## config.mk

```make
export PLATFORM = sky130hd
export DESIGN_NAME = alu_seq
export DESIGN_NICKNAME = d
export VERILOG_FILES = /design/src/rtl/alu_seq.sv
export SDC_FILE = /design/constraint.sdc
export NUM_CORES = 1
export LEC_CHECK = 0
export ABC_AREA = 1
export ABC_CLOCK_PERIOD_IN_PS = 1800
export CAP_MARGIN = 20
export CELL_PAD_IN_SITES_DETAIL_PLACEMENT = 1
export CELL_PAD_IN_SITES_GLOBAL_PLACEMENT = 2
export CORE_UTILIZATION = 27
export DETAILED_ROUTE_END_ITERATION = 8
export GPL_ROUTABILITY_DRIVEN = 0
export PLACE_DENSITY = 0.76
export SYNTH_ARGS = -nofsm -noshare
export SYNTH_HDL_FRONTEND = slang
export SYNTH_SLANG_ARGS = --single-unit
```

## constraint.sdc

```tcl
create_clock -name clk -period 1.8 [get_ports clk]
set_input_delay 0.36 -clock clk [delete_from_list [all_inputs] [get_ports clk]]
set_output_delay 0.36 -clock clk [all_outputs]
set_load 0.01 [all_outputs]
```

## src/rtl/alu_seq.sv

```systemverilog
// alu_seq: handshaked sequential ALU. Logic/add-class ops take one cycle, shifts one bit per cycle.
// Optional shift-add multiply (op 9) is enabled by defining ALU_SEQ_MUL_EN.
//
// state | meaning
// IDLE  | waiting for an operation, in_ready high
// EXEC  | iterating a shift or multiply, counter running down
// DONE  | result held on the output channel until out_ready
module alu_seq #(
    parameter int WIDTH   = 8,
    parameter int SHAMT_W = $clog2(WIDTH)
) (
    input  logic             clk,
    input  logic             rst,
    input  logic             in_valid,
    output logic             in_ready,
    input  logic [3:0]       op,
    input  logic [WIDTH-1:0] a,
    input  logic [WIDTH-1:0] b,
    output logic             out_valid,
    input  logic             out_ready,
    output logic [WIDTH-1:0] result,
    output logic             flag_z,
    output logic             flag_n,
    output logic             flag_c,
    output logic             flag_v,
    output logic             err
);

    localparam int CNT_W = SHAMT_W + 1;

    localparam logic [3:0] OP_ADD = 4'd0;
    localparam logic [3:0] OP_SUB = 4'd1;
    localparam logic [3:0] OP_AND = 4'd2;
    localparam logic [3:0] OP_OR  = 4'd3;
    localparam logic [3:0] OP_XOR = 4'd4;
    localparam logic [3:0] OP_SLT = 4'd5;
    localparam logic [3:0] OP_SLL = 4'd6;
    localparam logic [3:0] OP_SRL = 4'd7;
    localparam logic [3:0] OP_SRA = 4'd8;
`ifdef ALU_SEQ_MUL_EN
    localparam logic [3:0] OP_MUL = 4'd9;
    localparam logic [CNT_W-1:0] MUL_CNT = CNT_W'(WIDTH);
`endif

    typedef enum logic [1:0] {
        S_IDLE,
        S_EXEC,
        S_DONE
    } state_t;

    state_t r_state;
    state_t w_state_next;

    logic [3:0]       r_op;
    logic [WIDTH-1:0] r_work;
    logic [CNT_W-1:0] r_cnt;
    logic [WIDTH-1:0] r_result;
    logic             r_z;
    logic             r_n;
    logic             r_c;
    logic             r_v;
    logic             r_err;

    logic               w_accept;
    logic [WIDTH:0]     w_add;
    logic [WIDTH:0]     w_sub;
    logic               w_slt;
    logic [SHAMT_W-1:0] w_shamt;
    logic [WIDTH-1:0]   w_imm_res;
    logic               w_imm_c;
    logic               w_imm_v;
    logic               w_imm_err;
    logic               w_imm_exec;
    logic [CNT_W-1:0]   w_imm_cnt;
    logic [WIDTH-1:0]   w_work_next;
    logic               w_last;
    logic [WIDTH-1:0]   w_exec_res;
    logic               w_exec_c;

`ifdef ALU_SEQ_MUL_EN
    logic [2*WIDTH-1:0] r_acc;
    logic [WIDTH:0]     w_mul_sum;
    logic [2*WIDTH-1:0] w_acc_next;
`endif

    assign w_accept  = in_valid && (r_state == S_IDLE);
    assign in_ready  = (r_state == S_IDLE);
    assign out_valid = (r_state == S_DONE);
    assign result    = r_result;
    assign flag_z    = r_z;
    assign flag_n    = r_n;
    assign flag_c    = r_c;
    assign flag_v    = r_v;
    assign err       = r_err;

    assign w_add   = {1'b0, a} + {1'b0, b};
    assign w_sub   = {1'b0, a} + {1'b0, ~b} + (WIDTH+1)'(1);
    assign w_slt   = $signed(a) < $signed(b);
    assign w_shamt = b[SHAMT_W-1:0];

    always_ff @(posedge clk) begin
        if (rst) begin
            r_state <= S_IDLE;
        end else begin
            r_state <= w_state_next;
        end
    end

    always_comb begin
        w_state_next = r_state;
        case (r_state)
            S_IDLE: begin
                if (w_accept) begin
                    w_state_next = w_imm_exec ? S_EXEC : S_DONE;
                end
            end
            S_EXEC: begin
                if (w_last) begin
                    w_state_next = S_DONE;
                end
            end
            S_DONE: begin
                if (out_ready) begin
                    w_state_next = S_IDLE;
                end
            end
            default: w_state_next = S_IDLE;
        endcase
    end

    // Single-cycle results, plus the decision to iterate and the iteration count.
    always_comb begin
        w_imm_res  = '0;
        w_imm_c    = 1'b0;
        w_imm_v    = 1'b0;
        w_imm_err  = 1'b0;
        w_imm_exec = 1'b0;
        w_imm_cnt  = '0;
        case (op)
            OP_ADD: begin
                w_imm_res = w_add[WIDTH-1:0];
                w_imm_c   = w_add[WIDTH];
                w_imm_v   = (a[WIDTH-1] == b[WIDTH-1]) && (w_add[WIDTH-1] != a[WIDTH-1]);
            end
            OP_SUB: begin
                w_imm_res = w_sub[WIDTH-1:0];
                w_imm_c   = w_sub[WIDTH];
                w_imm_v   = (a[WIDTH-1] != b[WIDTH-1]) && (w_sub[WIDTH-1] != a[WIDTH-1]);
            end
            OP_AND: w_imm_res = a & b;
            OP_OR:  w_imm_res = a | b;
            OP_XOR: w_imm_res = a ^ b;
            OP_SLT: w_imm_res = {{(WIDTH-1){1'b0}}, w_slt};
            OP_SLL, OP_SRL, OP_SRA: begin
                if (w_shamt == '0) begin
                    w_imm_res = a;
                end else begin
                    w_imm_exec = 1'b1;
                    w_imm_cnt  = {1'b0, w_shamt};
                end
            end
`ifdef ALU_SEQ_MUL_EN
            OP_MUL: begin
                w_imm_exec = 1'b1;
                w_imm_cnt  = MUL_CNT;
            end
`endif
            default: w_imm_err = 1'b1;
        endcase
    end

    always_comb begin
        w_work_next = r_work;
        case (r_op)
            OP_SLL:  w_work_next = {r_work[WIDTH-2:0], 1'b0};
            OP_SRL:  w_work_next = {1'b0, r_work[WIDTH-1:1]};
            OP_SRA:  w_work_next = {r_work[WIDTH-1], r_work[WIDTH-1:1]};
            default: w_work_next = r_work;
        endcase
    end

    assign w_last = (r_cnt == CNT_W'(1));

`ifdef ALU_SEQ_MUL_EN
    // Multiplier sits in the low half; partial product shifts in from the top.
    assign w_mul_sum  = {1'b0, r_acc[2*WIDTH-1:WIDTH]} + (r_acc[0] ? {1'b0, r_work} : '0);
    assign w_acc_next = {w_mul_sum, r_acc[WIDTH-1:1]};
`endif

    always_comb begin
        w_exec_res = w_work_next;
        w_exec_c   = 1'b0;
`ifdef ALU_SEQ_MUL_EN
        if (r_op == OP_MUL) begin
            w_exec_res = w_acc_next[WIDTH-1:0];
            w_exec_c   = |w_acc_next[2*WIDTH-1:WIDTH];
        end
`endif
    end

    always_ff @(posedge clk) begin
        if (rst) begin
            r_op     <= '0;
            r_work   <= '0;
            r_cnt    <= '0;
            r_result <= '0;
            r_z      <= 1'b0;
            r_n      <= 1'b0;
            r_c      <= 1'b0;
            r_v      <= 1'b0;
            r_err    <= 1'b0;
`ifdef ALU_SEQ_MUL_EN
            r_acc    <= '0;
`endif
        end else begin
            case (r_state)
                S_IDLE: begin
                    if (w_accept) begin
                        r_op   <= op;
                        r_work <= a;
                        r_cnt  <= w_imm_cnt;
`ifdef ALU_SEQ_MUL_EN
                        r_acc  <= {{WIDTH{1'b0}}, b};
`endif
                        if (!w_imm_exec) begin
                            r_result <= w_imm_res;
                            r_z      <= (w_imm_res == '0);
                            r_n      <= w_imm_res[WIDTH-1];
                            r_c      <= w_imm_c;
                            r_v      <= w_imm_v;
                            r_err    <= w_imm_err;
                        end
                    end
                end
                S_EXEC: begin
                    r_work <= w_work_next;
                    r_cnt  <= r_cnt - CNT_W'(1);
`ifdef ALU_SEQ_MUL_EN
                    r_acc  <= w_acc_next;
`endif
                    if (w_last) begin
                        r_result <= w_exec_res;
                        r_z      <= (w_exec_res == '0);
                        r_n      <= w_exec_res[WIDTH-1];
                        r_c      <= w_exec_c;
                        r_v      <= 1'b0;
                        r_err    <= 1'b0;
                    end
                end
                default: begin
                end
            endcase
        end
    end

endmodule

```

==> results of run 1 <==
==> worst reg2reg max path: cells and delay by family (launching register included) <==
| kind | cells | cell delay [ns] |
|---|---|---|
| buf+inv | 5 | 0.70 |
| simple gates | 4 | 0.44 |
| flops | 1 | 0.37 |
| compound gates | 2 | 0.13 |
==> cell usage in the layout (no fill, tap or decap), types with 5 or more instances in the layout <==
master / instances
inv_1: 46
nand3_1: 57
nand2_1: 130
nor2_4: 5
nand3_2: 9
ha_4: 8
dfxtp_1: 30
a31oi_1: 15
nand2_2: 15
clkdlybuf4s50_1: 16
nor2_2: 16
nand2_4: 5
o21ai_1: 8
inv_2: 23
clkbuf_8: 6
ha_1: 17
o21ai_0: 10
clkdlybuf4s15_1: 6
nor2_1: 38
a21oi_2: 7
dlygate4sd2_1: 8
nand4_1: 5
buf_4: 102
a21oi_1: 15
==> metal layers <==
layer	track usage	vias up	share of wire
met5	0	-	0
met4	0.0577	0	0.015
met3	0.0223	13	0.036
met2	0.406	70	0.51
met1	0.280	1781	0.44
li1	-	1882	-
==> layout make-up <==
type / count / area share
clock inverters: 1 / 0.00639
well taps: 140 / 0.0373
inverters: 71 / 0.0583
clock buffers: 6 / 0.0176
repair buffers: 141 / 0.246
flip-flops and latches: 30 / 0.128
multi-input cells: 387 / 0.506
==> how the worst min path moves through the flow <==
| stage | slack, ns | endpoint | from |
|---|---|---|---|
| after CTS | 0.34 | r_work[0] | a[0] |
| after global placement | 0.46 | flag_c | flag_c |
| after detailed placement | 0.47 | flag_c | flag_c |
| after floorplan | 0.46 | r_cnt[3] | r_cnt[3] |
| after global routing | 0.38 | r_work[0] | a[0] |
| final | 0.35 | r_work[0] | a[0] |
==> through the flow <==
step	utilization	hold WS, ns	setup slack [ns]	power (mW)
2_1_floorplan	-	0.458	0.00188	1.48
3_3_place_gp	0.386	0.459	-0.798	2.04
3_5_place_dp	0.386	0.471	-0.844	2.07
4_1_cts	0.418	0.343	-0.0699	2.86
5_1_grt	0.432	0.379	-0.0789	3.09
6_report	0.432	0.351	-0.0289	2.90
==> registers in the layout, summed over array words and instances (netlist names) <==
register / flops
err: 1
r_work: 8
flag_c: 1
flag_v: 1
r_cnt: 4
r_op: 4
r_state: 2
result: 8
flag_z: 1
==> timing repair <==
item                       4_1_cts  5_1_grt
gates resized for setup         92       54
setup buffers                   11        1
pin swaps                       26       23
setup endpoints to repair       14       16
==> logic make-up (layout without fill, tap and decap cells) <==
group / Yosys count / after routing / synth area share
and+or+nand+nor: 292 / 292 / 0.427
buffers and inverters: 86 / 219 / 0.119
AOI/OAI and AO/OA: 62 / 62 / 0.119
adders and majority gates: 30 / 30 / 0.128
DFF: 30 / 30 / 0.197
xor gates and xnor gates: 3 / 3 / 0.00864
==> where the power goes <==
part	total, mW	switching, mW	internal (mW)
Combinational	1.38	0.759	0.621
Clock	0.701	0.259	0.442
Sequential	0.818	0.0692	0.749
Total	2.90	1.09	1.81
==> summary.txt, run 1 <==
Timing
  – Setup ws final: -0.0289 ns
  – Hold Vio Cnt, Final: 0
  – Worst Skew: 0.00780 ns
  – Final period util: 1.02
  – Setup violators final: 1
  – Final Max Slew Viols: 0
  – RSZ-0062 raised after global routing: true
  – Slew headroom: 0.739
  – Slew of the pin with the lowest slew margin: 0.391 ns
  – Setup TNS: -0.0289 ns
  – Tmin final: 1.83 ns
  – Max Freq: 547 MHz

Floorplanning
  – Die Area: 0.0117 mm2
  – Die Span X: 108 um
  – Die H: 108 um
  – Ports: 39
  – Num rows: 38
  – Area of the core: 0.0109 mm2
  – Starting Density: 0.279

Drt
  – Via count: 3746
  – WL/cell: 15.8 um
  – Via density: 4.83
  – TritonRoute pass-1 iters: 4
  – DR iter-0 viols: 166
  – Final WL: 12.3 mm
  – Drt drc: 0
  – Post-route ant nets: 0

Synthesis
  – Main synth FF type: dfxtp_1
  – Cell taking the most area after synthesis: dfxtp_1
  – Synthesized Nets: 557
  – Unique masters post-synth: 39
  – Cells after synthesis: 503
  – Post-synth EDFFs: 0
  – Most frequent cells after synthesis: nand2_1, inv_1, nand3_1, nor2_1, dfxtp_1
  – Synth warnings: 0
  – Cell area after synthesis: 0.00304 mm2
  – Post-synthesis async set-or-reset flop share: 0
  – Register bit total from synthesis: 30
  – Most numerous cell in the Yosys netlist: nand2_1
  – Synth top area share: 0.197
  – Synth Area per Inst: 6.05 um2
  – Top cells by area, synth: dfxtp_1, nand2_1, ha_1, nand3_1, inv_1
  – Seq/Total Area, Yosys: 0.197

Critical path
  – Cell depth of the worst setup path: 13
  – Crit end category: register
  – Crit path to: result[1]
  – R2R cell count: 11
  – Setup crit start: b[0]
  – R2r setup slk: 0.05 ns
  – CP top delay family: buffers and inverters
  – Worst r2r src: r_state[1]
  – Crit path DAT: 2.01 ns
  – Slowest stage cell, crit path: fa_2
  – Setup CP Type: in -> reg
  – Most frequent CP cell: buf_4
  – Crit-path cells: buf_4, ha_4, inv_2, fa_2, nand3_2, nand2_1, nor2_1, nand3_1, buf_4, buf_4, buf_4, o211ai_2, a21oi_2
  – Crit path largest cell delay: 0.43 ns
  – Worst EP required: 1.98 ns
  – Crit path max fanout: 3
  – CP Buf/Inv Count: 5
  – Worst reg2reg path endpoint: result[1]
  – Startpoint Class: input pin

Cells and area
  – Nets: 690
  – Layout cells sized above 1: 0.351
  – Sequential cell area: 601 um2
  – Multi-input combinational cell area: 0.00238 mm2
  – Fin area: 0.00470 mm2
  – Area grow syn2layout: 54.5%
  – Layout fillers: 1444
  – Final Non-Filler Cells: 776
  – N_diodes: 0

Run
  – Max-Cap Viols: 0

Power and ir drop
  – Max VDD drop: 0.466 mV
  – PD cells: 617 mW/mm2
  – Leakage power: 2.31 nW

Clock tree
  – H-tree levels: 2
  – CTS clk-pin slew, worst paths: 0.07 ns
  – CTS root buffer: clkbuf_8
  – TritonCTS clock tree: done
  – Longest Clk Path Bufs: 2
  – CTS Buf Count: 5
  – CTS Sinks: 30
  – Cts hold-fix bufs: 0
  – Clk_lat worst skew: 0.29 ns

Run status
  – Status: complete, but fails checks
  – Failing checks: setup timing

Global route
  – Vias in the first global route: 3917
  – First-pass GRT wire length: 19.9 mm
  – Overflow after GRT: 0
  – Largest net degree at the start of global routing: 20
  – Total GRT Usage: 0.224
  – Initial antenna violation count: 0

Worst hold path
  – Worst hold path depth: 3
  – HP Class: in -> reg

Placement
  – Placed Cells: 757
  – Port Buffers: 38
  – Placed cell area: 0.00420 mm2
  – Hpwl dp: 9.97 mm
(Power assumes the default switching activity.)
==> run 2, diff against run 1 <==
--- a/config.mk
+++ b/config.mk
@@ -13,6 +13,7 @@
 export CORE_UTILIZATION = 27
 export DETAILED_ROUTE_END_ITERATION = 8
 export GPL_ROUTABILITY_DRIVEN = 0
+export HOLD_SLACK_MARGIN = 0.05
 export PLACE_DENSITY = 0.76
 export SYNTH_ARGS = -nofsm -noshare
 export SYNTH_HDL_FRONTEND = slang
==> results of run 2 <==
The final DEF is identical to that of run 1; final timing and power are the same.
